`config.mk`:
```
export PLATFORM = sky130hd
export DESIGN_NAME = lsu_port_arbiter
export DESIGN_NICKNAME = d
export VERILOG_FILES = /design/src/rtl/lsu_port_arbiter.sv
export SDC_FILE = /design/constraint.sdc
export NUM_CORES = 1
export LEC_CHECK = 0
export CORE_MARGIN = 8
export CORE_UTILIZATION = 38
export CTS_CLUSTER_DIAMETER = 120
export DETAILED_ROUTE_END_ITERATION = 8
export PLACE_DENSITY = 0.8
export SETUP_SLACK_MARGIN = 0.3
export SYNTH_ARGS = -nofsm -noshare
export SYNTH_HDL_FRONTEND = slang
export SYNTH_SLANG_ARGS = --single-unit
```
`constraint.sdc`:
```
create_clock -name clk -period 1.9 [get_ports clk]
set_input_delay 0.38 -clock clk [delete_from_list [all_inputs] [get_ports clk]]
set_output_delay 0.38 -clock clk [all_outputs]
set_load 0.05 [all_outputs]
```
`src/rtl/lsu_port_arbiter.sv`:
```
// Two-port (fetch/data) arbiter feeding the shared 16-bit LSU through a one-entry issue slot.
// Optional fetch anti-starvation aging is enabled with `define LSU_ARB_AGE_EN.
module lsu_port_arbiter #(
    parameter int MAX_OUTST  = 2,
    parameter int STARVE_MAX = 7
) (
    input  logic        clk,
    input  logic        a_rst,
    input  logic        f_req,
    input  logic [15:0] f_addr,
    input  logic        f_width,
    input  logic        f_tag,
    output logic        f_gnt,
    output logic        f_done,
    output logic        f_done_tag,
    input  logic        d_req,
    input  logic [15:0] d_addr,
    input  logic [15:0] d_data,
    input  logic        d_width,
    input  logic        d_cmd,
    input  logic        d_tag,
    output logic        d_gnt,
    output logic        d_done,
    output logic        d_done_tag,
    output logic [15:0] lsu_rq_addr,
    output logic [15:0] lsu_rq_data,
    output logic        lsu_rq_width,
    output logic        lsu_rq_cmd,
    output logic [1:0]  lsu_rq_tag,
    output logic        lsu_rq_start,
    input  logic        lsu_rq_hold,
    input  logic        lsu_wb,
    input  logic [1:0]  lsu_wb_tag
);

    localparam logic [0:0] S_EMPTY = 1'b0;
    localparam logic [0:0] S_FULL  = 1'b1;
    localparam logic [1:0] MAX_C   = 2'(MAX_OUTST);

    if (MAX_OUTST < 1 || MAX_OUTST > 3 || STARVE_MAX < 1) begin : g_bad_param
        $error("lsu_port_arbiter: illegal parameter value");
    end

    logic [0:0] state;
    logic [1:0] cnt_f;
    logic [1:0] cnt_d;
    logic       slot_free;
    logic       accept;
    logic       f_elig;
    logic       d_elig;
    logic       f_prio;
    logic       f_dec;
    logic       d_dec;

    assign lsu_rq_start = (state == S_FULL);
    assign accept       = lsu_rq_start & ~lsu_rq_hold;
    assign slot_free    = (state == S_EMPTY) | accept;

    assign f_elig = f_req & slot_free & (cnt_f < MAX_C);
    assign d_elig = d_req & slot_free & (cnt_d < MAX_C);

    // An aged fetch overrides data priority only while it is itself eligible.
    assign f_gnt = f_elig & (f_prio | ~d_elig);
    assign d_gnt = d_elig & ~(f_prio & f_elig);

    assign f_done     = lsu_wb & ~lsu_wb_tag[1];
    assign d_done     = lsu_wb & lsu_wb_tag[1];
    assign f_done_tag = lsu_wb_tag[0];
    assign d_done_tag = lsu_wb_tag[0];

    assign f_dec = f_done & (cnt_f != 2'd0);
    assign d_dec = d_done & (cnt_d != 2'd0);

`ifdef LSU_ARB_AGE_EN
    localparam int SW = (STARVE_MAX < 1) ? 1 : $clog2(STARVE_MAX + 1);
    localparam logic [SW-1:0] S_LIM = SW'(STARVE_MAX);

    logic [SW-1:0] starve;

    assign f_prio = (starve >= S_LIM);

    always_ff @(posedge clk or negedge a_rst) begin
        if (!a_rst) begin
            starve <= '0;
        end else if (f_gnt || !f_req) begin
            starve <= '0;
        end else if (starve < S_LIM) begin
            starve <= starve + 1'b1;
        end
    end
`else
    assign f_prio = 1'b0;
`endif

    always_ff @(posedge clk or negedge a_rst) begin
        if (!a_rst) begin
            state        <= S_EMPTY;
            lsu_rq_addr  <= '0;
            lsu_rq_data  <= '0;
            lsu_rq_width <= 1'b0;
            lsu_rq_cmd   <= 1'b0;
            lsu_rq_tag   <= '0;
        end else if (d_gnt) begin
            state        <= S_FULL;
            lsu_rq_addr  <= d_addr;
            lsu_rq_data  <= d_data;
            lsu_rq_width <= d_width;
            lsu_rq_cmd   <= d_cmd;
            lsu_rq_tag   <= {1'b1, d_tag};
        end else if (f_gnt) begin
            state        <= S_FULL;
            lsu_rq_addr  <= f_addr;
            lsu_rq_data  <= '0;
            lsu_rq_width <= f_width;
            lsu_rq_cmd   <= 1'b0;
            lsu_rq_tag   <= {1'b0, f_tag};
        end else if (accept) begin
            state <= S_EMPTY;
        end
    end

    // Completions at a zero count are forwarded but never underflow the counter.
    always_ff @(posedge clk or negedge a_rst) begin
        if (!a_rst) begin
            cnt_f <= 2'd0;
            cnt_d <= 2'd0;
        end else begin
            if (f_gnt && !f_dec) begin
                cnt_f <= cnt_f + 2'd1;
            end else if (f_dec && !f_gnt) begin
                cnt_f <= cnt_f - 2'd1;
            end
            if (d_gnt && !d_dec) begin
                cnt_d <= cnt_d + 2'd1;
            end else if (d_dec && !d_gnt) begin
                cnt_d <= cnt_d - 2'd1;
            end
        end
    end

endmodule
```
== Yosys cells after proc, flatten, opt, wreduce, memory -nomap -nowiden ==
Cells that the tools add are included.

* Add/subtract/negate cells: 4
* $lt $le $gt $ge: 2
* Multiplexer cells: 17
* Bitwise gates (word level): 15
* Reduce and logical (&&, ||, !) cells: 14

{| class="wikitable"
|+ Operator list
! operator !! count
|-
| $mux 16 || 4
|-
| $mux 2 || 6
|-
| $and 1x1->1 || 10
|-
| $reduce_bool 2->1 || 5
|-
| $mux 1 || 7
|-
| $add 2x1->2 const B || 2
|-
| $logic_and 1x1->1 || 4
|-
| $logic_not 1->1 || 4
|-
| $lt 2x2->1 const B || 2
|-
| $not 1->1 || 4
|-
| $sub 2x1->2 const B || 2
|-
| $reduce_bool 3->1 || 1
|-
| $or 1x1->1 || 1
|}

* Flip-flop bits (word level): 41
* Bits of input ports: 61
* Output and inout port bits: 43
* Logic and storage cells: 60

== Logic depth before layout (Yosys ltp) ==
* Depth in word-level cells: 11
* Depth in mapped cells: 8
* Mapped depth without buffers: 7

== Worst setup path after synthesis ==
No wires, ideal clock.

* Path kind: register to register
* Start: register state (netlist: lsu_rq_start)
* End: register cnt_f[1]
* Library setup time: 0.079 ns
* Data arrival time: 2.034 ns
* Required time: 1.821 ns
* Slack: -0.213 ns
* Cell stages (with the launch flop): 9
* Buffers on the path: 1
* Period minus slack after synthesis: 2.113 ns
* Cell sequence: dfrtp_1 nand2_1 nand3_2 buf_2 inv_1 ha_1 xor2_1 nor2_1 xor2_1

* Word-level cells in the longest chain between the ends: 9
* Elaborated cells between the ends (all ways): 14
* Those cells by class: 1 x mux; 9 x bitwise; 4 x reduce/logical

{| class="wikitable"
|+ Ends and longest elaborated chain
! what !! line !! source
|-
| start: declaration || 44 || <nowiki>logic [0:0] state;</nowiki>
|-
| start signal: assignment || 97 || <nowiki>state <= S_EMPTY;</nowiki>
|-
| start signal: assignment || 104 || <nowiki>state <= S_FULL;</nowiki>
|-
| start signal: assignment || 111 || <nowiki>state <= S_FULL;</nowiki>
|-
| $and 1x1->1 or $not 1->1 (tied branches) || 56, 57 ||
|-
| $or 1x1->1 (*) || 57 || <nowiki>assign slot_free = (state == S_EMPTY) | accept;</nowiki>
|-
| $and 1x1->1 (2 in series) || 60 || <nowiki>assign d_elig = d_req & slot_free & (cnt_d < MAX_C);</nowiki>
|-
| $not 1->1 || 63 || <nowiki>assign f_gnt = f_elig & (f_prio | ~d_elig);</nowiki>
|-
| $and 1x1->1 (*) || 63 ||
|-
| net f_gnt || 13 || <nowiki>output logic f_gnt,</nowiki>
|-
| $logic_not 1->1 || 130 || <nowiki>end else if (f_dec && !f_gnt) begin</nowiki>
|-
| $logic_and 1x1->1 || 130 ||
|-
| $reduce_bool 2->1 (no source line) || n/a ||
|-
| end signal: assignment || 129 || <nowiki>cnt_f <= cnt_f + 2'd1;</nowiki>
|-
| end signal: assignment || 131 || <nowiki>cnt_f <= cnt_f - 2'd1;</nowiki>
|-
| end: declaration || 45 || <nowiki>logic [1:0] cnt_f;</nowiki>
|}

The timed path passes the listed nets; every way through them passes the cells marked *.
A chain may end at the register's enable or synchronous reset.

== Worst setup path in the final report ==
* Start: register cnt_d[1]
* End: output f_gnt

* Word-level cells in the longest chain between the ends: 4

{| class="wikitable"
|+ Ends and longest elaborated chain
! what !! line !! source
|-
| start: declaration || 46 || <nowiki>logic [1:0] cnt_d;</nowiki>
|-
| start signal: assignment || 134 || <nowiki>cnt_d <= cnt_d + 2'd1;</nowiki>
|-
| start signal: assignment || 136 || <nowiki>cnt_d <= cnt_d - 2'd1;</nowiki>
|-
| $lt 2x2->1 || 60 ||
|-
| $and 1x1->1 || 60 ||
|-
| $not 1->1 || 63 ||
|-
| $and 1x1->1 || 63 ||
|-
| end: declaration || 13 ||
|}

Every way passes these cells.

==> results.toml <==
[outcome]
status = "finished clean"

[floorplan]
boundaryPins = 104
fp-row-count = 25
core-area_um2 = 4660
die-width_um = 85.2
die-height_um = 85.2
die-area_um2 = 7270
start_util = 0.391

[clocking]
insertion_delay_ns = 0.29
clkTransAtPathRegs_ns = 0.08
cts_tree = "done"
numCtsBuffers = 5
clock-sinks = 41
clock_path_buffers = 2
cts-htree-levels = 2
cts_root_buffer = "clkbuf_8"

[synthesis]
yosysSeqAreaShare = 0.563
yosysUniqueCellTypes = 28
async_flop_share = 1.00
synth_cells = 133
ys.flop_type = "dfrtp_1"
synth-edff-count = 0
syn_area_per_cell_um2 = 13.7
yosysWarningCount = 0
syn-cell-area_um2 = 1820
syn_nets = 196
ys_seq_elements = 41

[global_routing]
grt_max_degree = 19
grt_util_all_layers = 0.155
grt_util_met1 = 0.169
use_met2 = 0.279
antenna_found_initial = 0
grt_overflow = 0
busiest_layer = "met2"
grt.met3_usage = 0.0434
grt_pass1_wl_um = 8740
grt_pass1_vias = 1651

[layout]
fill_cells = 343
drive_gt1_frac = 0.365
area_growth_pct = 71.4
layout.cells.non_filler = 303
diodes = 0
layout.nets = 311

[setup_path]
cp.required_ns = 1.52
cp_cell_sequence = "nand2b_4 -> nand3_4 -> clkinvlp_4 -> buf_12"
critPathMaxStageDelay_ns = 0.38
cpMaxStageDelayCell = "dfrtp_1"
startpoint_type = "register"
end_kind = "output pin"
critPathKind = "register to output pin"
critPathMaxFanout = 4
worstPathArrival_ns = 1.22

[timing]
tightestPinTransition_ns = 0.496
rsz0062_at_grt = "true"
fin_ws_ns = 0.301
fmax_ghz = 0.625
hold_viol = 0
worst_slew_margin_rel = 0.671
tns_ns = 0
fin_crit_ns = 1.60
clock_skew_ns = 0.00676
fin_crit_sh = 0.842
setup_viol = 0
drv_slew = 0

[drt]
wl_per_cell_um = 18.3
dr_total_vias = 1559
vias_per_cell = 5.15
drt_wl_total_um = 5550
ant_nets = 0
initialDrtViolationCount = 127
first_pass_iters = 4
drc = 0

[flow_run]
drv_cap = 0

[placement]
place.gp.congestion = 0.788
portBuffers = 100
dp_cells = 289
pre_cts_ws_ns = 0.0161
dp_hpwl_um = 4350

[hold_path]
worstHoldPathType = "input pin to asynchronous set/reset pin"

[power_and_ir_drop]
irDropWorstVdd_uv = 666
leakage_nw = 1.36
p_per_area_nw_per_um2 = 1800
-- worst max-delay path, delay by kind of cell (launching register included) --
family	cells	cell delay [ns]
buffers and inverters	2	0.27
flip-flops	1	0.38
AND/OR/NAND/NOR	2	0.28
-- through the flow --
step | instance area (um^2) | hold slack [ns] | total power [W] | utilization
final | 3120 | 0.481 | 0.00561 | 0.670
after global routing | 3120 | 0.477 | 0.00588 | 0.670
after CTS | 3110 | 0.450 | 0.00563 | 0.668
after detailed placement | 2950 | 0.238 | 0.00485 | 0.632
after global placement | 2950 | 0.233 | 0.00479 | 0.632
after floorplan | 1880 | 0.0844 | 0.00375 | -
-- cell usage after synthesis (3+ instances only) --
| library cell | n | area share |
|---|---|---|
| dfrtp_1 | 41 | 0.56 |
| or3_1 | 18 | 0.062 |
| o221a_2 | 14 | 0.087 |
| a22o_1 | 9 | 0.043 |
| a22o_2 | 8 | 0.044 |
| buf_6 | 4 | 0.025 |
| o21ai_0 | 4 | 0.011 |
| o221a_1 | 4 | 0.025 |
| xor2_1 | 4 | 0.019 |
| buf_4 | 3 | 0.012 |
-- layout make-up --
type / instances / area, um^2 / share of cell area
clock buffers: 5 / 68.8 / 0.0220
inverters: 1 / 7.51 / 0.00240
repair buffers: 120 / 1140 / 0.367
well taps: 54 / 67.6 / 0.0216
clock inverters: 3 / 65.1 / 0.0208
flip-flops and latches: 41 / 1030 / 0.329
multi-input cells: 79 / 741 / 0.237
-- cells in the final DEF (no fill, tap or decap), drive strengths merged, types with 3 or more instances in the layout --
master	count
or3	18
dfrtp	41
clkdlybuf4s15	11
clkdlybuf4s50	53
xor2	4
dlygate4sd2	9
nor2	3
o21ai	4
o221a	18
buf	45
a22o	17
clkbuf	6
-- kinds of logic (layout without fill, tap and decap cells) --
group | after synthesis | after routing | synth area share
compound gates | 41 | 41 | 0.223
fa+ha+maj | 2 | 2 | 0.0137
buf+inv | 13 | 129 | 0.0577
flops | 41 | 41 | 0.563
simple gates | 30 | 30 | 0.114
xor+xnor | 6 | 6 | 0.0288
-- timing repair --
| action | 4_1_cts | 5_1_grt |
|---|---|---|
| resized for setup | 24 | 13 |
| buffers inserted | 5 | 0 |
| hold buffers | 1 | 0 |
| setup endpoints to repair | 20 | 14 |
| pin swaps | 3 | 0 |
| hold endpoints to repair | 7 | 0 |
-- flip-flops by register name (all words and copies together) (netlist names) --
signal,flops
cnt_f,2
lsu_rq_width,1
lsu_rq_tag,2
lsu_rq_start,1
lsu_rq_data,16
lsu_rq_cmd,1
lsu_rq_addr,16
cnt_d,2
-- power by group --
part           switching (W)  internal, W
sequential          0.000244      0.00127
clock               0.000308     0.000522
combinational        0.00201      0.00126
total                0.00256      0.00305
-- path summary, 6_finish.rpt --
| kind | start | end | slack, ns | cells past startpoint |
|---|---|---|---|---|
| setup / recovery | cnt_d[1] | f_gnt | 0.30 | 4 |
| hold / removal | a_rst | lsu_rq_data[0] | 0.48 | 2 |
| setup reg to reg | cnt_d[1] | cnt_f[1] | 0.37 | 8 |
| hold reg to reg | lsu_rq_data[4] | lsu_rq_data[4] | 0.50 | 1 |
| max in group asynchronous | a_rst | lsu_rq_start | 0.92 | 3 |
| min in group clk | lsu_rq_hold | lsu_rq_start | 0.49 | 3 |
-- per-layer routing --
metal / share of wire / vias to the layer above / routed length, um
met3: 0.067 / 8 / 374
met5: 0 / - / 0
met2: 0.54 / 54 / 3000
met1: 0.38 / 759 / 2080
li1: - / 738 / -
met4: 0.015 / 0 / 83
(Power assumes the default switching activity.)
